--- src/rtl/bram_port_master_pkg.sv ---
// Shared definitions for the BRAM port initiator: word typedefs, FSM state
// encoding and the full-word byte-enable constant.
package bram_port_master_pkg;

    localparam int REG_WIDTH = 32;

    typedef logic                 bool_t;
    typedef logic [REG_WIDTH-1:0] reg_word_t;

    typedef enum logic [2:0] {
        ST_IDLE,
        ST_RD_WAIT,
        ST_RMW_WAIT,
        ST_WRITE,
        ST_RESP
    } bpm_state_t;

    localparam logic [3:0] BE_FULL = 4'hF;

endpackage

--- src/rtl/bram_port_master_byte_merge.sv ---
// Combinational byte-lane merge: each lane takes new data when its enable is
// set, otherwise keeps the old word's byte.
module bram_port_master_byte_merge
    import bram_port_master_pkg::*;
(
    input  reg_word_t  old_i,
    input  reg_word_t  new_i,
    input  logic [3:0] be_i,
    output reg_word_t  merged_o
);

    always_comb begin
        merged_o = old_i;
        for (int i = 0; i < 4; i++) begin
            if (be_i[i]) begin
                merged_o[8*i +: 8] = new_i[8*i +: 8];
            end
        end
    end

endmodule

--- src/rtl/bram_port_master.sv ---
// Initiator for one BRAM port: turns CPU load/store requests into BRAM read
// and write transactions, with read-modify-write for partial stores and a timeout.
module bram_port_master
    import bram_port_master_pkg::*;
#(
    parameter int ADDR_W  = 16,
    parameter int TIMEOUT = 15
) (
    input  logic              clk,
    input  logic              rst_n,
    input  logic              req_valid,
    output logic              req_ready,
    input  logic              req_we,
    input  logic [3:0]        req_be,
    input  logic [31:0]       req_addr,
    input  reg_word_t         req_wdata,
    output logic              resp_valid,
    output reg_word_t         resp_rdata,
    output logic              resp_err,
    output bool_t             bram_read_req,
    output logic [ADDR_W-1:0] bram_addr,
    output bool_t             bram_write_ena,
    output reg_word_t         bram_write_data,
    input  reg_word_t         bram_read_data,
    input  bool_t             bram_read_valid
);

    localparam int CNT_W = $clog2(TIMEOUT + 1);

    bpm_state_t        state_q;
    logic              req_ready_q;
    logic [3:0]        be_q;
    reg_word_t         wdata_q;
    logic [ADDR_W-1:0] bram_addr_q;
    bool_t             read_req_q;
    bool_t             write_ena_q;
    reg_word_t         write_data_q;
    logic              resp_valid_q;
    logic              resp_err_q;
    reg_word_t         resp_rdata_q;
    logic [CNT_W-1:0]  cnt_q;
    logic [CNT_W-1:0]  cnt_d;
    reg_word_t         merged;
    logic              accept;
    logic              unused_addr_bits;

    assign unused_addr_bits = ^{req_addr[31:ADDR_W+2], req_addr[1:0]};
    assign accept           = req_valid && req_ready_q;
    assign cnt_d            = cnt_q + CNT_W'(1);

    bram_port_master_byte_merge u_merge (
        .old_i    (bram_read_data),
        .new_i    (wdata_q),
        .be_i     (be_q),
        .merged_o (merged)
    );

    always_ff @(posedge clk or negedge rst_n) begin
        if (!rst_n) begin
            state_q      <= ST_IDLE;
            req_ready_q  <= 1'b0;
            be_q         <= '0;
            wdata_q      <= '0;
            bram_addr_q  <= '0;
            read_req_q   <= 1'b0;
            write_ena_q  <= 1'b0;
            write_data_q <= '0;
            resp_valid_q <= 1'b0;
            resp_err_q   <= 1'b0;
            resp_rdata_q <= '0;
            cnt_q        <= '0;
        end else begin
            read_req_q <= 1'b0;
            case (state_q)
                ST_IDLE: begin
                    req_ready_q <= 1'b1;
                    if (accept) begin
                        req_ready_q  <= 1'b0;
                        bram_addr_q  <= req_addr[ADDR_W+1:2];
                        be_q         <= req_be;
                        wdata_q      <= req_wdata;
                        write_data_q <= req_wdata;
                        cnt_q        <= '0;
                        if (!req_we) begin
                            read_req_q <= 1'b1;
                            state_q    <= ST_RD_WAIT;
                        end else if (req_be == BE_FULL) begin
                            state_q <= ST_WRITE;
                        end else if (req_be == 4'h0) begin
                            resp_valid_q <= 1'b1;
                            resp_err_q   <= 1'b0;
                            state_q      <= ST_RESP;
                        end else begin
                            read_req_q <= 1'b1;
                            state_q    <= ST_RMW_WAIT;
                        end
                    end
                end
                ST_RD_WAIT, ST_RMW_WAIT: begin
                    cnt_q <= cnt_d;
                    if (bram_read_valid) begin
                        if (state_q == ST_RD_WAIT) begin
                            resp_rdata_q <= bram_read_data;
                            resp_valid_q <= 1'b1;
                            resp_err_q   <= 1'b0;
                            state_q      <= ST_RESP;
                        end else begin
                            write_data_q <= merged;
                            write_ena_q  <= 1'b1;
                            state_q      <= ST_WRITE;
                        end
                    end else if (cnt_d == CNT_W'(TIMEOUT)) begin
                        // Aborted: no write for an RMW, data forced to zero
                        resp_rdata_q <= '0;
                        resp_valid_q <= 1'b1;
                        resp_err_q   <= 1'b1;
                        state_q      <= ST_RESP;
                    end
                end
                ST_WRITE: begin
                    // Full stores arrive here with the strobe low and spend one
                    // setup cycle; merged RMW data arrives with it already set.
                    if (!write_ena_q) begin
                        write_ena_q <= 1'b1;
                    end else begin
                        write_ena_q  <= 1'b0;
                        resp_valid_q <= 1'b1;
                        resp_err_q   <= 1'b0;
                        state_q      <= ST_RESP;
                    end
                end
                ST_RESP: begin
                    resp_valid_q <= 1'b0;
                    resp_err_q   <= 1'b0;
                    req_ready_q  <= 1'b1;
                    state_q      <= ST_IDLE;
                end
                default: state_q <= ST_IDLE;
            endcase
        end
    end

    assign req_ready       = req_ready_q;
    assign resp_valid      = resp_valid_q;
    assign resp_rdata      = resp_rdata_q;
    assign resp_err        = resp_err_q;
    assign bram_read_req   = read_req_q;
    assign bram_addr       = bram_addr_q;
    assign bram_write_ena  = write_ena_q;
    assign bram_write_data = write_data_q;

endmodule
--- config.mk ---
export PLATFORM = sky130hd
export DESIGN_NAME = bram_port_master
export DESIGN_NICKNAME = d
export VERILOG_FILES = /design/src/rtl/bram_port_master_pkg.sv /design/src/rtl/bram_port_master_byte_merge.sv /design/src/rtl/bram_port_master.sv
export SDC_FILE = /design/constraint.sdc
export NUM_CORES = 1
export LEC_CHECK = 0
export ABC_CLOCK_PERIOD_IN_PS = 2000
export CAP_MARGIN = 30
export CORE_MARGIN = 1.5
export CORE_UTILIZATION = 42
export DETAILED_ROUTE_END_ITERATION = 10
export GPL_TIMING_DRIVEN = 0
export PLACE_DENSITY_LB_ADDON = 0.15
export SLEW_MARGIN = 20
export SYNTH_ARGS = -nofsm -noshare
export SYNTH_HDL_FRONTEND = slang
export SYNTH_SLANG_ARGS = --single-unit
export TNS_END_PERCENT = 10
--- constraint.sdc ---
create_clock -name clk -period 2 [get_ports clk]
set_clock_uncertainty 0.2 [all_clocks]
set_input_delay 0.3 -clock clk [delete_from_list [all_inputs] [get_ports clk]]
set_output_delay 0.3 -clock clk [all_outputs]
set_load 0.1 [all_outputs]
=== Yosys cells after proc, flatten, opt, wreduce, memory -nomap -nowiden ===
Index checks and enable logic that the tools add are counted.

* Register bits after elaboration: 128
* Bits in latches: 0
* Memory bits (writable): 0
* Bits in read-only memories: 0
* Output and inout bits: 85
* Logic and storage cells: 95
* Memories: 0

* Add/sub/neg operators: 1
* Multipliers: 0
* Divide/modulo/power cells: 0
* $lt $le $gt $ge: 0
* Eq/ne operators: 16
* Shift operators: 0
* Multiplexer cells: 50
* Bitwise operators: 0
* Reduce and logical (&&, ||, !) cells: 16

{| class="wikitable"
|+ Operator list
! kind !! number
|-
| 32-bit two-way mux || 6
|-
| 32-bit case mux with 2 select lines || 1
|-
| 8-bit two-way mux || 4
|-
| 1-bit two-way mux || 24
|-
| 3-bit two-way mux || 8
|-
| 2-bit inequality test (second input constant) || 7
|-
| 3-bit case mux with 3 select lines || 1
|-
| 3-bit AND reduction || 3
|-
| 4-bit equality test (second input constant) || 2
|-
| 1-bit case mux with 4 select lines || 2
|-
| 4-bit case mux with 2 select lines || 1
|-
| 8-bit AND reduction || 1
|-
| 2-bit nonzero test || 4
|-
| 3-bit by 2-bit equality test with 1-bit output (second input constant) || 2
|-
| 3-bit inequality test (second input constant) || 2
|-
| 4-bit by 1-bit adder with 4-bit output (second input constant) || 1
|-
| 4-bit zero test || 1
|-
| 4-bit two-way mux || 1
|-
| 1-bit case mux with 2 select lines || 2
|-
| 2-bit AND reduction || 2
|-
| 4-bit AND reduction || 1
|-
| 4-bit nonzero test || 1
|-
| 3-bit by 1-bit equality test with 1-bit output (second input constant) || 1
|-
| 3-bit equality test (second input constant) || 1
|-
| other kinds (4) || 4
|}

=== Depth between registers and ports, before layout ===
Gate-level depths: netlist of run 1.

* Depth in word-level cells: 6
* Depth in mapped cells: 8
* Gate-level depth less buffers: 6

=== By module ===
Synthesis of run 1 repeated with hierarchy kept, for this count alone.

* Cell total of the unflattened synthesis: 443
* Area, all modules: 6023.3 um^2

{| class="wikitable"
|+ By module, submodules not included
! module !! instances !! cells an instance !! area an instance (um^2) !! seq. area each (um^2)
|-
| bram_port_master || 1 || 407 || 5497.8 || 3203.1
|-
| bram_port_master_byte_merge || 1 || 36 || 525.5 || 0.0
|}

=== Worst setup path after synthesis of run 1 ===
Ideal clock, no wire load.

* Path kind: reg-to-reg
* Start point: register req_ready_q (netlist: req_ready)
* End point: register bram_addr_q[0] (netlist: bram_addr[0])
* Arrival: 2.240 ns
* Data required time: 1.675 ns
* Setup slack: -0.565 ns
* Stages on the path, launching flop included: 5
* Path buffers: 1
* Period minus slack after synthesis: 2.565 ns
* Cell sequence: dfrtp_1 -> nand2_1 -> nor4_4 -> buf_6 -> mux2_2

* Word-level cells in the longest chain between the ends: 2

{| class="wikitable"
|+ Ends and longest elaborated chain
! element !! RTL line !! text
|-
| from (decl) || bram_port_master.sv:31 || <nowiki>logic req_ready_q;</nowiki>
|-
| from (signal assigned) || bram_port_master.sv:61 || <nowiki>req_ready_q <= 1'b0;</nowiki>
|-
| from (signal assigned) || bram_port_master.sv:76 || <nowiki>req_ready_q <= 1'b1;</nowiki>
|-
| from (signal assigned) || bram_port_master.sv:78 || <nowiki>req_ready_q <= 1'b0;</nowiki>
|-
| 1-bit logical AND || bram_port_master.sv:48 || <nowiki>assign accept = req_valid && req_ready_q;</nowiki>
|-
| 2-bit AND reduction (no line) || - ||
|-
| to (signal assigned) || bram_port_master.sv:79 || <nowiki>bram_addr_q <= req_addr[ADDR_W+1:2];</nowiki>
|-
| to (decl) || bram_port_master.sv:34 || <nowiki>logic [ADDR_W-1:0] bram_addr_q;</nowiki>
|}

No other way between the ends.
A chain may end at the register's enable or synchronous reset.

=== Worst setup path after layout of run 1 ===
* Start point: register cnt_q[1]
* End point: register resp_rdata_q[13] (netlist: resp_rdata[13])

* Word-level cells in the longest chain between the ends: 4

{| class="wikitable"
|+ Ends and longest elaborated chain
! element !! RTL line !! text
|-
| from (decl) || bram_port_master.sv:41 || <nowiki>logic [CNT_W-1:0] cnt_q;</nowiki>
|-
| from (signal assigned) || bram_port_master.sv:100 || <nowiki>cnt_q <= cnt_d;</nowiki>
|-
| 4-bit by 1-bit adder with 4-bit output || bram_port_master.sv:49 || <nowiki>assign cnt_d = cnt_q + CNT_W'(1);</nowiki>
|-
| 4-bit equality test || bram_port_master.sv:112 || <nowiki>end else if (cnt_d == CNT_W'(TIMEOUT)) begin</nowiki>
|-
| 2-bit nonzero test (no line) || - ||
|-
| 3-bit AND reduction (no line) || - ||
|-
| to (signal assigned) || bram_port_master.sv:103 || <nowiki>resp_rdata_q <= bram_read_data;</nowiki>
|-
| to (decl) || bram_port_master.sv:40 || <nowiki>reg_word_t resp_rdata_q;</nowiki>
|}

No other way between the ends.

==> impl_metrics.csv, run 1 <==
group,metric,value,unit
clock_network,clock-sinks,128,
synthesis,mappedNetlistNets,651,
placement,port_buffers,173,
worst_setup_path,worstSetupEndpointType,"register",
timing,fraction_of_the_cycle_the_final_worst_path_needs,0.984,
placement,dpl_hpwl,11.4,mm
worst_setup_path,crit_path_cell_trace,"buf_4 > a21bo_2 > a21oi_4 > o21ai_4 > nor3_4 > buf_12 > buf_8 > a21oi_1",
timing,max-slew-margin-rel,0.523,
floorplan,ios,190,
synthesis,mappedNetlistArea,0.00584,mm2
final_layout,num-nets-final,851,
global_route,grt_pass1_vias,4970,
floorplan,core_area,0.0134,mm2
synthesis,postSynthAreaPerCell,10.7,um2
worst_setup_path,cp_max_fo,10,
clock_network,clockRootBuffer,"clkbuf_16",
floorplan,die_width,121,um
global_route,grt_overflow_total,0,
worst_setup_path,cp_data_required_time,2.10,ns
clock_network,clock_input_transition_at_the_sequential_cells_of_the_worst_setup_and_hold_paths,0.05,ns
detailed_routing,first_iter_violations,257,
synthesis,synth_flop_cell,"dfrtp_1",
status,outcome,"complete, no violations",
detailed_routing,vias,4833,
timing,finalMaxSlewViolations,0,
timing,hold-worst-slack,0.143,ns
synthesis,register_area_share_after_synthesis,0.549,
synthesis,async_flop_share,1.00,
clock_network,cts_buffers,17,
timing,unrepaired_setup_endpoints_after_global_routing,"yes",
timing,setup_viol,0,
detailed_routing,wirelength,16.3,mm
synthesis,synthesis.yosys.warnings,0,
global_route,first_pass_grt_wire_length,25.5,mm
timing,clock.fmax,508,MHz
detailed_routing,routed_via_density,5.19,
detailed_routing,wl_per_instance,17.5,um
worst_setup_path,critPathLaunchType,"register",
detailed_routing,route.detailed.drc,0,
clock_network,cts_tree,"built",
worst_hold_path,worst_min_delay_path_category,"input pin to async pin",
final_layout,area_growth,50.8,%
floorplan,dieHeight,121,um
placement,placed_cells,894,
worst_setup_path,critical_path_arrival,2.07,ns
floorplan,initial_utilization,0.436,
final_layout,post_route_cells_drive_above_1_share,0.315,
worst_setup_path,cp_slowest_stage_delay,0.44,ns
floorplan,die_area,0.0146,mm2
synthesis,yosys_register_bits,128,
final_layout,register_area,0.00321,mm2
timing,timing.final.crit_period,1.97,ns
global_route,grt_max_degree,93,
final_layout,stdcell_count,932,
clock_network,cts_max_level,4,
final_layout,final.fill_count,1070,
global_route,number_of_antenna_violations_at_the_first_check_in_global_routing,0,
floorplan,row_count,42,
final_layout,multi_input_area,0.00250,mm2
synthesis,synthesis.instances,544,
final_layout,antenna_cells_inserted,0,
global_route,gr-usage-all-layers,0.228,
timing,worstMarginPinSlew,0.715,ns
clock_network,cts_max_path_buffers,2,
clock_network,clock_latency_late_sink,0.41,ns
synthesis,post_synth_num_cell_types,50,
detailed_routing,drt_pre_antenna_iters,4,
detailed_routing,antenna_left,0,
synthesis,synth-edff-count,0,
placement,gp_weighted_congestion,0.865,
worst_setup_path,critical_path_class,"register to register",
placement,dpl-instance-area,0.00783,mm2
final_layout,final_design_area_no_fill,0.00880,mm2
timing,number_of_hold_violations_in_the_final_report,0,
flow_run,cap_viol_max_count,0,
worst_setup_path,critical_path.slowest_cell,"dfrtp_2",
[Yosys cell counts (all sizes together), types with 2 or more instances]
cell type / n / area, um2
and2: 2 / 12.5
o21ai: 35 / 179
a2111oi: 2 / 30.0
ha: 2 / 25.0
dfrtp: 128 / 3200
or2: 2 / 12.5
o211ai: 2 / 15.0
nor2b: 3 / 18.8
nand2: 98 / 368
a21oi: 68 / 340
nor2: 43 / 171
nand3: 3 / 15.0
mux2i: 32 / 320
nor4: 2 / 33.8
buf: 27 / 223
nand4: 2 / 12.5
o22ai: 2 / 12.5
xnor2: 2 / 17.5
a21boi: 2 / 15.0
and3b: 2 / 17.5
inv: 5 / 18.8
clkbuf: 11 / 42.5
mux2: 53 / 597
nand2b: 3 / 18.8
[layout make-up]
type,count,share of cell area
Buffer,36,0.0328
Clock buffer,27,0.0617
Clock inverter,4,0.00796
Inverter,5,0.00213
Multi-Input combinational cell,373,0.284
Sequential cell,128,0.365
Tap cell,176,0.0250
Timing Repair Buffer,183,0.222
[metrics by stage]
step	util	worst slack [ns]	setup TNS [ns]
after global routing	0.657	-0.0259	-0.450
after detailed placement	0.585	-0.815	-79.35
after CTS	0.644	-0.111	-3.02
final	0.657	0.0315	0
after floorplan	-	-0.154	-7.28
after global placement	0.582	-5.50	-664.99
[what timing repair did]
item | 4_1_cts | 5_1_grt
endpoints found under the setup margin | 204 | 69
gates resized for setup | 272 | 43
pin swaps | 1 | 2
hold endpoints to repair | 128 | 0
buffers inserted | 4 | 4
hold buffers | 1 | 0
[path summary, 6_finish.rpt]
| check | startpoint | endpoint | slack [ns] | depth (start not counted) |
|---|---|---|---|---|
| min in group clk | bram_read_data[14] | resp_rdata[14] | 0.26 | 3 |
| setup / recovery | cnt_q[1] | resp_rdata[13] | 0.03 | 8 |
| max in group asynchronous | rst_n | req_ready | 0.62 | 3 |
| setup reg to reg | cnt_q[1] | resp_rdata[13] | 0.03 | 8 |
| hold reg to reg | bram_write_data[20] | bram_write_data[20] | 0.28 | 2 |
| hold / removal | rst_n | resp_rdata[25] | 0.14 | 2 |
[worst max-delay path, delay by kind of cell, from the launching register on]
family | cells | cell delay, ns
flip-flops | 1 | 0.44
buffers and inverters | 3 | 0.46
AO/OA/AOI/OAI | 4 | 0.55
AND/OR/NAND/NOR | 1 | 0.20
[logic make-up after synthesis]
kind of cell,share of synthesized area
buffers and inverters,0.0486
multiplexers,0.157
flip-flops,0.549
XOR/XNOR,0.00300
AO/OA/AOI/OAI,0.111
AND/OR/NAND/NOR,0.127
adder cells (fa/ha/maj),0.00429
[layer usage]
metal | share of wire | up-vias | routed length, um | global-route usage
li1 | - | 2271 | - | -
met1 | 0.43 | 2372 | 7010 | 0.282
met2 | 0.48 | 156 | 7830 | 0.369
met3 | 0.062 | 34 | 1000 | 0.0634
met4 | 0.028 | 0 | 457 | 0.114
met5 | 0 | - | 0 | 0
[state kept, by name, indices dropped and copies added, names as in the netlist, 3 cells and up]
signal and cells:
be_q 4, resp_rdata 32, state_q 3, bram_addr 16, wdata_q 32, bram_write_data 32
cnt_q 4
[cells in the final DEF, fill, tap and decap left out, types with 2 or more instances in the layout]
cell type        count
buf_4               10
nor2_2               2
clkbuf_8             8
clkbuf_1             3
buf_1                4
nand4_1              2
clkinv_2             2
clkbuf_4             5
and3b_1              2
o21ai_0             26
dfrtp_2              3
mux2i_1             32
clkdlybuf4s15_2     85
a21oi_2             17
nor2_1              40
buf_2                6
clkdlybuf4s50_1     86
dfrtp_1            124
nand2_1             97
nand2b_1             3
o22ai_1              2
clkbuf_2             3
buf_6               12
bufinv_16            2
clkbuf_16           17
mux2_2              43
nand3_1              3
a2111oi_2            2
inv_1                4
mux2_1              10
a21oi_4              2
a21oi_1             49
o21ai_1              8
buf_8                3
nor2b_1              3
o211ai_1             2
Power of run 1 is not shown: default switching activity piles up to over one toggle a cycle in this logic, so the estimate is an artifact.
==> inputs of run 2 (changes only) <==
--- a/config.mk
+++ b/config.mk
@@ -6,7 +6,7 @@
 export NUM_CORES = 1
 export LEC_CHECK = 0
 export ABC_CLOCK_PERIOD_IN_PS = 2000
-export CAP_MARGIN = 30
+export CAP_MARGIN = 20
 export CORE_MARGIN = 1.5
 export CORE_UTILIZATION = 42
 export DETAILED_ROUTE_END_ITERATION = 10
==> results of run 2 <==
Final layout, timing and power as in run 1 (identical DEF).
Power of run 2 is left out for the same reason.
==> inputs of run 3 (changes only) <==
--- a/config.mk
+++ b/config.mk
@@ -8,7 +8,7 @@
 export ABC_CLOCK_PERIOD_IN_PS = 2000
 export CAP_MARGIN = 20
 export CORE_MARGIN = 1.5
-export CORE_UTILIZATION = 42
+export CORE_UTILIZATION = 23
 export DETAILED_ROUTE_END_ITERATION = 10
 export GPL_TIMING_DRIVEN = 0
 export PLACE_DENSITY_LB_ADDON = 0.15
==> run 3 against run 2 <==
First-iteration DRC count fell by 25%. Highest routed layer unchanged. Maximum frequency increased by 0.11%. Critical path depth unchanged. Via count shrank 1.0%. Critical endpoint is now resp_rdata[7]. Critical path type unchanged.
==> impl_metrics.csv, run 3 (same netlist as run 1, synthesis figures left out) <==
group,metric,value,unit
status,outcome,"complete, no violations",
detailed_routing,wirelength,18.4,mm
detailed_routing,routed_via_density,4.40,
final_layout,final.fill_count,2512,
clock_network,clockRootBuffer,"clkbuf_16",
floorplan,core_area,0.0250,mm2
timing,worstMarginPinSlew,0.775,ns
final_layout,core_occupancy_in_the_finished_layout,0.364,
floorplan,initial_utilization,0.233,
clock_network,clock_latency_late_sink,0.41,ns
worst_setup_path,cp_data_required_time,2.14,ns
detailed_routing,drt_pre_antenna_iters,4,
worst_setup_path,worstSetupEndpointType,"register",
placement,dpl_hpwl,13.7,mm
detailed_routing,wl_per_instance,16.9,um
floorplan,dieHeight,162,um
global_route,number_of_antenna_violations_at_the_first_check_in_global_routing,0,
worst_setup_path,rr_endpoint,"resp_rdata[7]",
placement,place_worst_setup_slack,-0.859,ns
worst_setup_path,crit_path_cell_trace,"ha_4 > nor2b_2 > and2_4 > o21ai_4 > nor3_4 > buf_12 > buf_12 > a21oi_1",
clock_network,cts_buffers,17,
clock_network,cts_max_path_buffers,2,
detailed_routing,route.detailed.drc,0,
worst_setup_path,critical_path.slowest_cell,"dfrtp_2",
global_route,grt_overflow_total,0,
worst_setup_path,rr_worst_depth,8,
timing,timing.final.crit_period,1.97,ns
clock_network,cts_max_level,4,
worst_setup_path,critical_path.reg2reg.startpoint,"cnt_q[0]",
global_route,first_pass_grt_wire_length,28.4,mm
timing,number_of_hold_violations_in_the_final_report,0,
worst_setup_path,worst-r2r-setup-slack,0.03,ns
detailed_routing,vias,4783,
clock_network,clock-sinks,128,
final_layout,area_growth,55.9,%
worst_setup_path,cp_slowest_stage_delay,0.45,ns
timing,final.setup.worst_slack,0.0337,ns
placement,port_buffers,173,
floorplan,ios,190,
floorplan,row_count,58,
worst_setup_path,critical_path_arrival,2.11,ns
global_route,grt_pass1_vias,4964,
timing,clock.fmax,509,MHz
timing,max-slew-margin-rel,0.483,
timing,setup_viol,0,
floorplan,die_width,162,um
floorplan,die_area,0.0263,mm2
worst_setup_path,worst_path_most_repeated_cell,"buf_12",
final_layout,multi_input_area,0.00252,mm2
timing,hold-worst-slack,0.204,ns
detailed_routing,first_iter_violations,194,
final_layout,num-nets-final,852,
clock_network,clock_input_transition_at_the_sequential_cells_of_the_worst_setup_and_hold_paths,0.06,ns
placement,placed_cells,1048,
final_layout,stdcell_count,1088,
worst_hold_path,worst_min_delay_path_category,"input pin to async pin",
timing,fraction_of_the_cycle_the_final_worst_path_needs,0.983,
global_route,gr-usage-all-layers,0.143,
final_layout,register_area,0.00321,mm2
final_layout,post_route_cells_drive_above_1_share,0.330,
worst_setup_path,cp_max_fo,10,
final_layout,antenna_cells_inserted,0,
final_layout,layout.cells.most_common_list,"125 x dfrtp_1, 97 x nand2_1, 86 x clkdlybuf4s50_1",
timing,finalMaxSlewViolations,0,
global_route,grt_max_degree,78,
clock_network,cts_tree,"built",
worst_setup_path,critPathLaunchType,"register",
worst_setup_path,critical_path_class,"register to register",
detailed_routing,antenna_left,0,
flow_run,cap_viol_max_count,0,
timing,unrepaired_setup_endpoints_after_global_routing,"yes",
final_layout,commonest_non_fill_non_tap_cell_in_the_layout,"dfrtp_1",
placement,gp_weighted_congestion,0.765,
## run 3: layout make-up
cell class | count | area share
buffer | 38 | 0.0357
clock buffer | 20 | 0.0491
clock inverter | 12 | 0.0228
inverter | 5 | 0.00206
multi-input combinational | 373 | 0.277
sequential | 128 | 0.353
tap | 330 | 0.0454
timing repair buffer | 182 | 0.215
## run 3: worst max-delay path: cells and delay by family, from the launching register on
family          cells  cell delay [ns]
compound gates      2             0.35
fa+ha+maj           1             0.18
buf+inv             2             0.30
flops               1             0.45
simple gates        3             0.41
## run 3: through the flow
step	TNS (ns)	area, um2
2_1_floorplan	-7.28	5850
3_3_place_gp	-720.23	7990
3_5_place_dp	-86.52	8030
4_1_cts	-2.61	8890
5_1_grt	-1.06	9100
6_report	0	9100
## run 3: worst max path at each step
stage	startpoint	end	slack, ns	cells after the start
after floorplan	req_ready	bram_addr[0]	-0.15	4
after global placement	rst_n	req_ready	-5.91	1
after detailed placement	bram_read_valid	bram_write_data[19]	-0.86	6
after CTS	state_q[0]	resp_rdata[12]	-0.10	7
after global routing	cnt_q[0]	resp_valid	-0.08	6
final	cnt_q[0]	resp_rdata[7]	0.03	8
## run 3: repair_timing
action | in CTS | in global routing
setup buffers | 2 | 5
endpoints found under the setup margin | 207 | 50
gates cloned | 0 | 0
endpoints found under the hold margin | 51 | 0
hold buffers | 1 | 0
pin swaps | 1 | 4
gates resized for setup | 280 | 50
## run 3: per-layer routing
| layer | global-route usage | vias to the layer above | part of all wire |
|---|---|---|---|
| met5 | 0 | - | 0 |
| met4 | 0.0521 | 0 | 0.018 |
| met3 | 0.0391 | 23 | 0.055 |
| met2 | 0.230 | 138 | 0.47 |
| met1 | 0.184 | 2347 | 0.45 |
| li1 | - | 2275 | - |
Power of run 3 is left out for the same reason.
